## src/rtl/mc_pkg.sv

```systemverilog
// rtl/mc_pkg.sv - shared opcodes, state encoding and select encodings for multicycle control
package mc_pkg;

  localparam logic [5:0] OP_RTYPE = 6'b000000;
  localparam logic [5:0] OP_LW    = 6'b100011;
  localparam logic [5:0] OP_SW    = 6'b101011;
  localparam logic [5:0] OP_BEQ   = 6'b000100;
  localparam logic [5:0] OP_J     = 6'b000010;
  localparam logic [5:0] OP_ADDI  = 6'b001000;

  typedef enum logic [3:0] {
    S_FETCH, S_DECODE, S_MEMADR, S_MEMRD, S_MEMWB, S_MEMWR,
    S_EXEC, S_ALUWB, S_BRANCH, S_JUMP, S_ADDIEX, S_ADDIWB
  } state_t;

  localparam logic [1:0] ALU_ADD   = 2'b00;
  localparam logic [1:0] ALU_SUB   = 2'b01;
  localparam logic [1:0] ALU_FUNCT = 2'b10;

  localparam logic [1:0] SRCB_B       = 2'b00;
  localparam logic [1:0] SRCB_FOUR    = 2'b01;
  localparam logic [1:0] SRCB_IMM     = 2'b10;
  localparam logic [1:0] SRCB_IMM_SH2 = 2'b11;

  localparam logic [1:0] PCSRC_ALU    = 2'b00;
  localparam logic [1:0] PCSRC_ALUOUT = 2'b01;
  localparam logic [1:0] PCSRC_JUMP   = 2'b10;

  typedef struct packed {
    logic rtype;
    logic lw;
    logic sw;
    logic beq;
    logic j;
    logic addi;
  } iclass_t;

  typedef struct packed {
    logic       pc_write;
    logic       pc_write_cond;
    logic       i_or_d;
    logic       mem_read;
    logic       mem_write;
    logic       ir_write;
    logic       mem_to_reg;
    logic       reg_dst;
    logic       reg_write;
    logic       alu_src_a;
    logic [1:0] alu_src_b;
    logic [1:0] alu_op;
    logic [1:0] pc_source;
    logic       illegal_op;
  } ctrl_t;

endpackage

```

## src/rtl/mc_opcode_decode.sv

```systemverilog
// rtl/mc_opcode_decode.sv - opcode to one-hot instruction class plus illegal flag
module mc_opcode_decode
  import mc_pkg::*;
#(
  parameter int OPW = 6
) (
  input  logic [OPW-1:0] opcode,
  output iclass_t        cls,
  output logic           illegal
);

  always_comb begin
    cls     = '0;
    illegal = 1'b0;
    case (opcode)
      OPW'(OP_RTYPE): cls.rtype = 1'b1;
      OPW'(OP_LW):    cls.lw    = 1'b1;
      OPW'(OP_SW):    cls.sw    = 1'b1;
      OPW'(OP_BEQ):   cls.beq   = 1'b1;
      OPW'(OP_J):     cls.j     = 1'b1;
      OPW'(OP_ADDI):  cls.addi  = 1'b1;
      default:        illegal   = 1'b1;
    endcase
  end

endmodule

```

## src/rtl/multicycle_control.sv

```systemverilog
// rtl/multicycle_control.sv - main control FSM for the multicycle datapath
module multicycle_control
  import mc_pkg::*;
#(
  parameter int OPW = 6
) (
  input  logic           clk,
  input  logic           reset,
  input  logic [OPW-1:0] opcode,
  input  logic           mem_ready,
  output logic           pc_write,
  output logic           pc_write_cond,
  output logic           i_or_d,
  output logic           mem_read,
  output logic           mem_write,
  output logic           ir_write,
  output logic           mem_to_reg,
  output logic           reg_dst,
  output logic           reg_write,
  output logic           alu_src_a,
  output logic [1:0]     alu_src_b,
  output logic [1:0]     alu_op,
  output logic [1:0]     pc_source,
  output logic           illegal_op
);

  state_t  state, next;
  iclass_t cls;
  logic    dec_illegal;
  logic    is_lw_q;
  ctrl_t   ctrl, ctrl_o;

  mc_opcode_decode #(.OPW(OPW)) u_decode (
    .opcode  (opcode),
    .cls     (cls),
    .illegal (dec_illegal)
  );

  // lw/sw share MEMADR, so the load/store choice is remembered from DECODE
  always_ff @(posedge clk) begin
    if (reset) begin
      state   <= S_FETCH;
      is_lw_q <= 1'b0;
    end else begin
      state <= next;
      if (state == S_DECODE) is_lw_q <= cls.lw;
    end
  end

  always_comb begin
    ctrl = '0;
    next = state;
    case (state)
      S_FETCH: begin
        ctrl.mem_read  = 1'b1;
        ctrl.alu_src_b = SRCB_FOUR;
        ctrl.alu_op    = ALU_ADD;
        ctrl.pc_source = PCSRC_ALU;
        ctrl.ir_write  = mem_ready;
        ctrl.pc_write  = mem_ready;
        if (mem_ready) next = S_DECODE;
      end
      S_DECODE: begin
        ctrl.alu_src_b = SRCB_IMM_SH2;
        ctrl.alu_op    = ALU_ADD;
        if (cls.lw || cls.sw) next = S_MEMADR;
        else if (cls.rtype)   next = S_EXEC;
        else if (cls.beq)     next = S_BRANCH;
        else if (cls.j)       next = S_JUMP;
        else if (cls.addi)    next = S_ADDIEX;
        else begin
          ctrl.illegal_op = dec_illegal;
          next            = S_FETCH;
        end
      end
      S_MEMADR: begin
        ctrl.alu_src_a = 1'b1;
        ctrl.alu_src_b = SRCB_IMM;
        next           = is_lw_q ? S_MEMRD : S_MEMWR;
      end
      S_MEMRD: begin
        ctrl.mem_read = 1'b1;
        ctrl.i_or_d   = 1'b1;
        if (mem_ready) next = S_MEMWB;
      end
      S_MEMWB: begin
        ctrl.reg_write  = 1'b1;
        ctrl.mem_to_reg = 1'b1;
        next            = S_FETCH;
      end
      S_MEMWR: begin
        ctrl.mem_write = 1'b1;
        ctrl.i_or_d    = 1'b1;
        if (mem_ready) next = S_FETCH;
      end
      S_EXEC: begin
        ctrl.alu_src_a = 1'b1;
        ctrl.alu_src_b = SRCB_B;
        ctrl.alu_op    = ALU_FUNCT;
        next           = S_ALUWB;
      end
      S_ALUWB: begin
        ctrl.reg_write = 1'b1;
        ctrl.reg_dst   = 1'b1;
        next           = S_FETCH;
      end
      S_BRANCH: begin
        ctrl.alu_src_a     = 1'b1;
        ctrl.alu_src_b     = SRCB_B;
        ctrl.alu_op        = ALU_SUB;
        ctrl.pc_write_cond = 1'b1;
        ctrl.pc_source     = PCSRC_ALUOUT;
        next               = S_FETCH;
      end
      S_JUMP: begin
        ctrl.pc_write  = 1'b1;
        ctrl.pc_source = PCSRC_JUMP;
        next           = S_FETCH;
      end
      S_ADDIEX: begin
        ctrl.alu_src_a = 1'b1;
        ctrl.alu_src_b = SRCB_IMM;
        next           = S_ADDIWB;
      end
      S_ADDIWB: begin
        ctrl.reg_write = 1'b1;
        next           = S_FETCH;
      end
      default: next = S_FETCH;
    endcase
  end

  // reset gates every control point so an abandoned instruction cannot write
  assign ctrl_o = reset ? '0 : ctrl;

  assign pc_write      = ctrl_o.pc_write;
  assign pc_write_cond = ctrl_o.pc_write_cond;
  assign i_or_d        = ctrl_o.i_or_d;
  assign mem_read      = ctrl_o.mem_read;
  assign mem_write     = ctrl_o.mem_write;
  assign ir_write      = ctrl_o.ir_write;
  assign mem_to_reg    = ctrl_o.mem_to_reg;
  assign reg_dst       = ctrl_o.reg_dst;
  assign reg_write     = ctrl_o.reg_write;
  assign alu_src_a     = ctrl_o.alu_src_a;
  assign alu_src_b     = ctrl_o.alu_src_b;
  assign alu_op        = ctrl_o.alu_op;
  assign pc_source     = ctrl_o.pc_source;
  assign illegal_op    = ctrl_o.illegal_op;

endmodule
```

## config.mk

```make
export PLATFORM = sky130hd
export DESIGN_NAME = multicycle_control
export DESIGN_NICKNAME = d
export VERILOG_FILES = /design/src/rtl/mc_pkg.sv /design/src/rtl/mc_opcode_decode.sv /design/src/rtl/multicycle_control.sv
export SDC_FILE = /design/constraint.sdc
export NUM_CORES = 1
export LEC_CHECK = 0
export ABC_AREA = 1
export BUFFER_PORTS_ARGS = -buffer_cell sky130_fd_sc_hd__buf_2
export CORE_MARGIN = 2
export CORE_UTILIZATION = 35
export DETAILED_ROUTE_END_ITERATION = 8
export GPL_TIMING_DRIVEN = 0
export HOLD_SLACK_MARGIN = 0.02
export SETUP_SLACK_MARGIN = 0.1
export SYNTH_ARGS = -nofsm -noshare
export SYNTH_HDL_FRONTEND = slang
export SYNTH_SLANG_ARGS = --single-unit
```

## constraint.sdc

```tcl
create_clock -name clk -period 3.1 [get_ports clk]
set_input_delay 0.62 -clock clk [delete_from_list [all_inputs] [get_ports clk]]
set_output_delay 0.62 -clock clk [all_outputs]
set_load 0.01 [all_outputs]
```

# Word-level counts from Yosys, hierarchy flattened
# Cells that the tools add are included.
# word_totals
word_cells	68
reg_bits	5
input_bits	9
output_inout_bits	17
# classes
n_eq_ne	19
muxes	37
reduce_logical	10
# ops
operator	count
$mux 4	8
$pmux 4 s7	1
$mux 1	22
$mux 17	1
$eq 4x3->1 const B	4
$eq 4x4->1 const B	4
$eq 6x6->1 const B	2
$eq 4x2->1 const B	2
$pmux 2 s2	2
$eq 6x2->1 const B	1
$eq 6x3->1 const B	1
$eq 6x4->1 const B	1
$logic_not 6->1	1
$ne 2x2->1 const B	3
$pmux 2 s3	1
$reduce_or 2->1	3
$reduce_or 6->1	1
$eq 4x1->1 const B	1
$logic_not 4->1	1
$reduce_or 4->1	1
$mux 3	1
$reduce_and 3->1	1
$reduce_or 3->1	1
$pmux 1 s2	1
$logic_or 1x1->1	1

# Logic depth before layout (Yosys ltp)
# Gate-level depths: netlist of run 1.
# logic_depth
ltp_word	10
depth_mapped	9
depth_no_buf	9

# Cells and area by module
# From an unflattened synthesis of run 1, not the netlist that was laid out.
# hier_totals
cells_unflattened	130
hier_area_um2	653.1
# by_module_without_submodules
module	area_each_um2	cells_each	n_inst	seq_area_each_um2
multicycle_control	523.0	99	1	100.1
mc_opcode_decode	130.1	31	1	0.0

# Worst setup path before layout of run 1
# Ideal clock, no wire load.
# synth_path
path_kind	input to output
start	input port reset
end	output port illegal_op
path_buffers	1
setup_slack_ps	1030
required_time_ps	2480
arrival_ps	1450
path_stages	4
path_cell_list	buf_2 nor3_2 nand2_1 nor3_1
# synth_between
elab_chain_len	1
# synth_rtl
item	line	source
start: declaration	multicycle_control.sv:8	input logic reset,
$mux 17	multicycle_control.sv:134	assign ctrl_o = reset ? '0 : ctrl;
end: declaration	multicycle_control.sv:24	output logic illegal_op
# Every way passes these cells.

# Final worst setup path of run 1
# layout_path
start	input port opcode[4]
end	output port illegal_op
# layout_between
elab_chain_len	10
word_cells_on_any_way	22
classes_between	5 x eq/ne; 14 x mux; 3 x reduce/logical
# layout_rtl
item	line	source
start: declaration	multicycle_control.sv:9	input logic [OPW-1:0] opcode,
$eq 6x6->1, or another cell as far along	mc_opcode_decode.sv:15	case (opcode)
$reduce_or 6->1 (no line)	--	
$mux 1	mc_opcode_decode.sv:15	
$mux 1	multicycle_control.sv:70	else if (cls.addi) next = S_ADDIEX;
$mux 1	multicycle_control.sv:69	else if (cls.j) next = S_JUMP;
$mux 1	multicycle_control.sv:68	else if (cls.beq) next = S_BRANCH;
$mux 1	multicycle_control.sv:67	else if (cls.rtype) next = S_EXEC;
$mux 1 (*)	multicycle_control.sv:66	if (cls.lw || cls.sw) next = S_MEMADR;
$mux 1 (*)	multicycle_control.sv:53	case (state)
$mux 17 (*)	multicycle_control.sv:134	
# Mark *: on every way between the ends. The rest lies on a longest branch, timed or not.

==> impl_metrics.yaml, run 1 <==
outcome:
  status: "finished, final reports clean"
floorplanning:
  core_area_sq_um: 1524
  fp.dieArea_sq_um: 1985
  die_height_um: 44.55
  standard_cell_row_count: 14
  io_pins: 26
  start_util_pct: 37.77
  die_width_um: 44.55
grt:
  maximum_number_of_pins_on_one_net_before_global_route_repair: 11
  first_global_vias: 644
  globalRouteTotalUtil_pct: 17.67
  grt_pass1_wl_um: 2628
  grt_antenna_before_repair: 0
  grt_remaining_overflow: 0
pwr:
  clock_power_share_pct: 37.7
  pwr-share-comb_pct: 25.9
  switching_share_pct: 30.07
  leakage_nw: 0.4371
  p_per_area_nw_per_um2: 255.9
  share_seq_of_total_power_pct: 36.4
  peakVddDrop_uv: 207.5
  netSwitchingPower_uw: 57.09
  power.internal_uw: 132.8
synthesis:
  synth_area_per_cell_sq_um: 5.139
  yosys_warnings: 0
  syn_area_sq_um: 575.6
  mappedNetlistNets: 121
  postSynthCellCount: 112
  synth_sequential_area_ratio_pct: 17.39
  synth.ff_latch_count: 5
  ys_types: 20
worst_setup_path:
  destination_of_the_worst_register_to_register_timing_path: "state[0]$_SDFFE_PP0P_"
  timing.critical_path.required_ns: 2.48
  worst-r2r-setup-slack_ns: 1.88
  crit_fanout: 4
  r2r.worst_path.cells: 6
  timing.setup.critical_path_class: "input port to primary output"
  crit-reg2reg-launch: "state[0]$_SDFFE_PP0P_"
  cp-start-kind: "input port"
  data_arrival_time_of_the_critical_path_ns: 1.52
  critical_path.endpoint_type: "primary output"
finish:
  syn2layout_area_growth_pct: 28.91
  mostFrequentLayoutCells: "sky130_fd_sc_hd__nand2_1, sky130_fd_sc_hd__buf_2, sky130_fd_sc_hd__nor2_1"
  final_net_count: 150
  final_layout_size_suffix_gt1_share_pct: 25.71
  fin_area_sq_um: 742.0
  layout.cells.non_filler: 156
  layout_commonest_cell: "sky130_fd_sc_hd__nand2_1"
  antennaDiodeCount: 0
clock_network:
  cts-buffers-inserted: 3
  ctsResizeCount: 0
  cts.sink_count: 5
  htreeDepth: 1
  clock_path_buffers: 2
  clk_transition_reported_paths_ns: 0.04
  cts_tree: "done"
  insertion_delay_ns: 0.23
  clock_tree.root_cell: "sky130_fd_sc_hd__clkbuf_4"
  cts_setup_buffers: 0
  cts-hold-fix-buffers: 0
hold_path:
  hp-start: "is_lw_q$_SDFFE_PP0P_"
  hold_path_class: "flip-flop to flip-flop"
  worst_min_delay_path_endpoint: "is_lw_q$_SDFFE_PP0P_"
  worstHoldPathCells: 2
route:
  drt_iter0_drc: 19
  avgRoutedWirePerCell_um: 9.378
  post_detailed_routing_wire_length_um: 1463
  ant_nets: 0
  route.detailed.vias_per_inst: 4.641
  drt-pass1-iter-count: 4
  via_count: 724
  drc: 0
placed_design:
  dp.cells: 152
  place.port_buffers: 24
  finalWeightedCongestion: 0.7962
  placement.cell_area_sq_um: 715.7
  post-dp-hpwl_um: 1264
timing:
  min_period_ns: 2.138
  finalMaxSlewViolations: 0
  setup-violations-final: 0
  hold_viol: 0
  slew_headroom_pct: 75.93
  totalNegativeSetupSlack_ns: 0
  layout_worst_path_cycle_share_pct: 68.96
  grt_setup_unrepaired: "false"
  transition_at_the_pin_with_the_smallest_max_transition_slack_ns: 0.3610
  clock_skew_after_layout_ns: 0.0003484
  max_clock_freq_ghz: 0.4678
run:
  drv.max_cap_violation_count: 0
metal layers:
metal | track usage, % | wire [um] | up-vias
met5 | 0 | 0 | -
met4 | 7.273 | 0 | 0
met3 | 2.449 | 70 | 0
met2 | 25.80 | 619 | 20
met1 | 25.61 | 774 | 298
li1 | - | - | 406
cell usage after synthesis:
cell | instances | area share, %
sky130_fd_sc_hd__nand3_1 | 11 | 9.6
sky130_fd_sc_hd__buf_1 | 1 | 0.65
sky130_fd_sc_hd__nand2_2 | 3 | 3.3
sky130_fd_sc_hd__nor2_1 | 21 | 14
sky130_fd_sc_hd__a211oi_1 | 1 | 1.3
sky130_fd_sc_hd__inv_2 | 2 | 1.3
sky130_fd_sc_hd__o31ai_1 | 1 | 1.3
sky130_fd_sc_hd__nor3_1 | 3 | 2.6
sky130_fd_sc_hd__buf_4 | 1 | 1.3
sky130_fd_sc_hd__o211ai_1 | 1 | 1.3
sky130_fd_sc_hd__inv_1 | 18 | 12
sky130_fd_sc_hd__buf_2 | 1 | 0.87
sky130_fd_sc_hd__nand3b_1 | 1 | 1.3
sky130_fd_sc_hd__nand4_1 | 1 | 1.1
sky130_fd_sc_hd__nor3_2 | 1 | 1.7
sky130_fd_sc_hd__o21ai_0 | 2 | 1.7
sky130_fd_sc_hd__nor2_4 | 1 | 2.0
sky130_fd_sc_hd__nand2_1 | 29 | 19
sky130_fd_sc_hd__a21oi_1 | 8 | 7.0
sky130_fd_sc_hd__dfxtp_1 | 5 | 17
stage by stage:
stage                     worst slack [ns]  hold slack, ns  utilization [%]  power, mW
after floorplan                      1.030          0.4672                -     0.1020
after global placement              0.9868          0.5040            46.96     0.1188
after detailed placement            0.9680          0.5093            46.96     0.1191
after CTS                           0.9660          0.5149            48.69     0.1943
after global routing                0.8558          0.5715            48.69     0.2030
final                               0.9622          0.5026            48.69     0.1899
registers in the layout, summed over array words and instances, names as in the netlist:
name and cells:
is_lw_q 1, state 4
worst max-delay path by stage:
stage | from | end | slack, ns
6_report | opcode[4] | illegal_op | 0.96
5_1_grt | opcode[4] | illegal_op | 0.86
4_1_cts | opcode[4] | illegal_op | 0.97
3_5_place_dp | opcode[4] | illegal_op | 0.97
3_3_place_gp | opcode[4] | illegal_op | 0.99
2_1_floorplan | reset | illegal_op | 1.03
worst max-delay path, cell delays in order:
cell,delay (ns)
sky130_fd_sc_hd__buf_2,0.10
sky130_fd_sc_hd__nor2_1,0.21
sky130_fd_sc_hd__nand2_1,0.11
sky130_fd_sc_hd__nor2_1,0.14
sky130_fd_sc_hd__inv_1,0.06
sky130_fd_sc_hd__nand3_1,0.09
sky130_fd_sc_hd__nor3_1,0.05
sky130_fd_sc_hd__buf_2,0.13
cells by family (layout without fill, tap and decap cells):
group / count (synthesis) / in the layout / synth area share [%]
simple gates: 71 / 71 / 54.13
buf+inv: 23 / 51 / 15.87
compound gates: 13 / 13 / 12.61
flops: 5 / 5 / 17.39
final cells by class:
type	instances	area [sq um]
Timing Repair Buffer	24	120.1
Multi-Input combinational cell	84	384.1
Sequential cell	5	100.1
Tap cell	16	20.02
Buffer	3	16.27
Inverter	20	75.07
Fill cell	171	782.0
Clock buffer	4	26.28
power groups by stage:
| stage | logic, mW | clock network, mW | registers [mW] |
|---|---|---|---|
| floorplan | 0.0325 | 0 | 0.0695 |
| global placement | 0.0488 | 0 | 0.0700 |
| detailed placement | 0.0491 | 0 | 0.0700 |
| CTS | 0.0493 | 0.0760 | 0.0689 |
| global route | 0.0571 | 0.0764 | 0.0695 |
| finish | 0.0492 | 0.0717 | 0.0690 |
(Power assumes the default switching activity.)
==> run 2: changes to the inputs <==
- clock period: 3.1 -> 2 ns (I/O delays scaled with it)
==> run 2 against run 1 <==
Final cell count is the same. Combinational power grew 55%. Sequential share of layout area down 0.090 points. Core utilization rose by 0.33 points. Via count increased by 1.4%. Sequential power increased by 55%. First-iteration DRC count is the same. Largest cell class unchanged. Largest power group unchanged.
==> impl_metrics.yaml, run 2 (synthesis results as in run 1) <==
hold_path:
  hold_path_class: "input port to flip-flop"
clock_network:
  insertion_delay_ns: 0.24
  cts.sink_count: 5
  clock_path_buffers: 2
  ctsResizeCount: 0
  cts_setup_buffers: 0
  cts-hold-fix-buffers: 0
  cts-buffers-inserted: 3
  clk_transition_reported_paths_ns: 0.04
  htreeDepth: 1
  clock_tree.root_cell: "sky130_fd_sc_hd__clkbuf_4"
  cts_tree: "done"
floorplanning:
  die_width_um: 44.55
  standard_cell_row_count: 14
  core_area_sq_um: 1524
  io_pins: 26
  start_util_pct: 37.77
  die_height_um: 44.55
  fp.dieArea_sq_um: 1985
finish:
  mostFrequentLayoutCells: "sky130_fd_sc_hd__nand2_1, sky130_fd_sc_hd__buf_2, sky130_fd_sc_hd__nor2_1"
  final_net_count: 150
  layout.cells.non_filler: 156
  fin_area_sq_um: 747.0
  final_layout_size_suffix_gt1_share_pct: 27.86
  largest_register: "state"
  finalCoreUtilization_pct: 49.01
  largestRegisters: "state: 4 flops, is_lw_q: 1 flops"
  number_of_flip_flops_in_the_largest_register: 4
  layout_commonest_cell: "sky130_fd_sc_hd__nand2_1"
  antennaDiodeCount: 0
  syn2layout_area_growth_pct: 29.78
worst_setup_path:
  data_arrival_time_of_the_critical_path_ns: 1.38
  crit_fanout: 6
  cp-start-kind: "flip-flop"
  timing.critical_path.required_ns: 1.60
  critical_path.endpoint_type: "primary output"
  timing.setup.critical_path_class: "flip-flop to primary output"
grt:
  grt_pass1_wl_um: 2628
  grt_remaining_overflow: 0
  first_global_vias: 644
  grt_antenna_before_repair: 0
  maximum_number_of_pins_on_one_net_before_global_route_repair: 11
  globalRouteTotalUtil_pct: 17.67
route:
  drt-pass1-iter-count: 4
  post_detailed_routing_wire_length_um: 1473
  drt_iter0_drc: 19
  via_count: 734
  route.detailed.vias_per_inst: 4.705
  drc: 0
  avgRoutedWirePerCell_um: 9.442
  ant_nets: 0
pwr:
  p_per_area_nw_per_um2: 395.5
  peakVddDrop_uv: 324.0
  p_total_uw: 295.4
  leakage_nw: 0.4374
timing:
  slew_headroom_pct: 75.91
  hold_viol: 0
  worst_slack_ns: 0.2229
  grt_setup_unrepaired: "false"
  finalMaxSlewViolations: 0
  totalNegativeSetupSlack_ns: 0
  clock_skew_after_layout_ns: 0.00008488
  setup-violations-final: 0
  max_clock_freq_ghz: 0.5627
  min_period_ns: 1.777
  fin_hold_ws_ns: 0.4761
  layout_worst_path_cycle_share_pct: 88.85
  transition_at_the_pin_with_the_smallest_max_transition_slack_ns: 0.3613
placed_design:
  dp.cells: 152
  place.port_buffers: 24
  place_worst_setup_slack_ns: 0.3080
  post-dp-hpwl_um: 1264
  finalWeightedCongestion: 0.7962
  placement.cell_area_sq_um: 715.7
outcome:
  status: "finished, final reports clean"
run:
  drv.max_cap_violation_count: 0
-- run 2: cell types whose count changed in the layout (fill, tap and decap cells not counted) --
| cell | change |
|---|---|
| sky130_fd_sc_hd__nor2_2 | +2 |
| sky130_fd_sc_hd__inv_2 | +1 |
| sky130_fd_sc_hd__nor2_1 | -2 |
| sky130_fd_sc_hd__inv_1 | -1 |
-- run 2: power breakdown --
part | switching [mW] | internal, mW | leakage [nW]
combinational | 0.0481 | 0.0283 | 0.382
clock | 0.0365 | 0.0751 | 0.0150
sequential | 0.00475 | 0.103 | 0.0405
total | 0.0893 | 0.206 | 0.437
-- run 2: final cells by class --
cell class | count | area, sq um
Fill cell | 173 | 777.0
Clock buffer | 4 | 26.28
Tap cell | 16 | 20.02
Buffer | 3 | 16.27
Sequential cell | 5 | 100.1
Inverter | 20 | 75.07
Timing Repair Buffer | 24 | 120.1
Multi-Input combinational cell | 84 | 389.1
-- run 2: metal layers --
| layer | track usage, % | wire [um] |
|---|---|---|
| met4 | 7.273 | 0 |
| met1 | 25.61 | 738 |
| met5 | 0 | 0 |
| met2 | 25.80 | 651 |
| met3 | 2.449 | 83 |
-- run 2: worst max-delay path, cell delays in order (launching register included) --
cell and delay (ns):
sky130_fd_sc_hd__dfxtp_1 0.37, sky130_fd_sc_hd__nor2_2 0.21, sky130_fd_sc_hd__inv_1 0.08, sky130_fd_sc_hd__nor3_1 0.22, sky130_fd_sc_hd__buf_4 0.14, sky130_fd_sc_hd__buf_2 0.12
-- run 2: path summary, 6_finish.rpt --
check / from / slack [ns] / depth (start not counted) / to
setup reg to reg: state[0]$_SDFFE_PP0P_ / 0.77 / 7 / state[0]$_SDFFE_PP0P_
hold reg to reg: is_lw_q$_SDFFE_PP0P_ / 0.50 / 2 / is_lw_q$_SDFFE_PP0P_
setup / recovery: state[1]$_SDFFE_PP0P_ / 0.22 / 5 / pc_source[0]
hold / removal: reset / 0.48 / 2 / state[3]$_SDFFE_PP0P_
==> run 3: changes to the inputs <==
- PLACE_DENSITY: unset -> 0.58
==> run 3 against run 2 <==
Sequential power is essentially flat. Critical path depth grew 1. Routed wire length grew 5.0%. Sequential share of layout area is the same. Global-route usage shrank 0.30 points. Final cell count is the same. Via count grew 1.6%. Core utilization is the same. Clock skew grew 0.0032 ns. Register-to-register slack is essentially flat. Largest cell class unchanged. Largest power group unchanged.
==> impl_metrics.yaml, run 3 (synthesis results as in run 1) <==
worst_setup_path:
  critical_path.max_stage_delay_ns: 0.30
  r2r.worst_path.cells: 6
  critical_path.endpoint_type: "primary output"
  cpLargestDelayFamily: "simple AND/OR/NAND/NOR gates"
  worst-r2r-setup-slack_ns: 0.77
  slowest_stage: "sky130_fd_sc_hd__dfxtp_1"
  cp.buffers_inverters: 2
  timing.setup.critical_path_class: "flip-flop to primary output"
  crit-reg2reg-launch: "state[0]$_SDFFE_PP0P_"
  crit_chain: "inv_1 > nand2_2 > nor3_2 > nand2_1 > nor3_1 > buf_2"
  cp-start-kind: "flip-flop"
  destination_of_the_worst_register_to_register_timing_path: "state[0]$_SDFFE_PP0P_"
  crit_fanout: 5
  timing.critical_path.required_ns: 1.60
  data_arrival_time_of_the_critical_path_ns: 1.38
timing:
  setup-violations-final: 0
  transition_at_the_pin_with_the_smallest_max_transition_slack_ns: 0.3728
  totalNegativeSetupSlack_ns: 0
  min_period_ns: 1.778
  layout_worst_path_cycle_share_pct: 88.90
  slew_headroom_pct: 75.15
  finalMaxSlewViolations: 0
  max_clock_freq_ghz: 0.5625
  fin_hold_ws_ns: 0.4729
  worst_slack_ns: 0.2221
  grt_setup_unrepaired: "false"
  hold_viol: 0
  clock_skew_after_layout_ns: 0.003300
placed_design:
  place_worst_setup_slack_ns: 0.3025
  place.port_buffers: 24
  dp.cells: 152
  finalWeightedCongestion: 0.8342
  placement.cell_area_sq_um: 715.7
  post-dp-hpwl_um: 1275
route:
  ant_nets: 0
  route.detailed.vias_per_inst: 4.782
  drc: 0
  drt_iter0_drc: 20
  avgRoutedWirePerCell_um: 9.910
  via_count: 746
  post_detailed_routing_wire_length_um: 1546
  drt-pass1-iter-count: 4
clock_network:
  clock_path_buffers: 2
  clock_tree.root_cell: "sky130_fd_sc_hd__clkbuf_4"
  cts.sink_count: 5
  ctsResizeCount: 0
  htreeDepth: 1
  cts-buffers-inserted: 3
  cts_tree: "done"
  insertion_delay_ns: 0.24
  cts_setup_buffers: 0
  cts-hold-fix-buffers: 0
  clk_transition_reported_paths_ns: 0.04
grt:
  globalRouteTotalUtil_pct: 17.36
  first_global_vias: 639
  grt_antenna_before_repair: 0
  grt_remaining_overflow: 0
  maximum_number_of_pins_on_one_net_before_global_route_repair: 11
  grt_pass1_wl_um: 2580
pwr:
  p_total_uw: 297.0
  leakage_nw: 0.4346
  p_per_area_nw_per_um2: 397.6
  peakVddDrop_uv: 261.9
finish:
  nFillCells: 182
  final_net_count: 150
  regArea_sq_um: 100.1
  syn2layout_area_growth_pct: 29.78
  multiInputGateArea_sq_um: 389.1
  finalCoreUtilization_pct: 49.01
  mostFrequentLayoutCells: "sky130_fd_sc_hd__nand2_1, sky130_fd_sc_hd__buf_2, sky130_fd_sc_hd__nor2_1"
  largestRegisters: "state: 4 flops, is_lw_q: 1 flops"
  layout_commonest_cell: "sky130_fd_sc_hd__nand2_1"
  final_layout_size_suffix_gt1_share_pct: 27.86
  layout.cells.non_filler: 156
  antennaDiodeCount: 0
  number_of_flip_flops_in_the_largest_register: 4
  largest_register: "state"
  fin_area_sq_um: 747.0
run:
  drv.max_cap_violation_count: 0
hold_path:
  worstHoldPathCells: 2
  hp-start: "reset"
  hold_path_class: "input port to flip-flop"
  worst_min_delay_path_endpoint: "is_lw_q$_SDFFE_PP0P_"
floorplanning:
  io_pins: 26
  core_area_sq_um: 1524
  standard_cell_row_count: 14
  start_util_pct: 37.77
  die_width_um: 44.55
  fp.dieArea_sq_um: 1985
  die_height_um: 44.55
outcome:
  status: "finished, final reports clean"
-- run 3: cell counts in the layout (fill, tap and decap cells not counted) --
No cell type changed its count.
-- run 3: where the power goes --
part | total, mW | internal, mW | switching [mW]
registers | 0.108 | 0.103 | 0.00481
clock network | 0.112 | 0.0751 | 0.0371
logic | 0.0773 | 0.0283 | 0.0490
total | 0.297 | 0.206 | 0.0908
-- run 3: how the worst max path moves through the flow --
stage / start / end / slack [ns] / cells after the start
5_1_grt: state[3]$_SDFFE_PP0P_ / illegal_op / 0.10 / 6
4_1_cts: state[1]$_SDFFE_PP0P_ / pc_source[0] / 0.18 / 5
2_1_floorplan: reset / illegal_op / 0.37 / 4
6_report: state[3]$_SDFFE_PP0P_ / illegal_op / 0.22 / 6
3_3_place_gp: opcode[4] / illegal_op / 0.32 / 8
3_5_place_dp: opcode[4] / illegal_op / 0.30 / 8
-- run 3: metal layers --
metal | GRT usage (%) | wire (um) | up-vias
li1 | - | - | 410
met5 | 0 | 0 | -
met2 | 25.51 | 693 | 15
met4 | 7.273 | 0 | 0
met3 | 2.449 | 81 | 0
met1 | 25.00 | 770 | 321
-- run 3: layout make-up --
cell class	count	area share [%]
Clock buffer	4	3.518
Sequential cell	5	13.40
Buffer	3	2.178
Multi-Input combinational cell	84	52.09
Timing Repair Buffer	24	16.08
Tap cell	16	2.680
Inverter	20	10.05
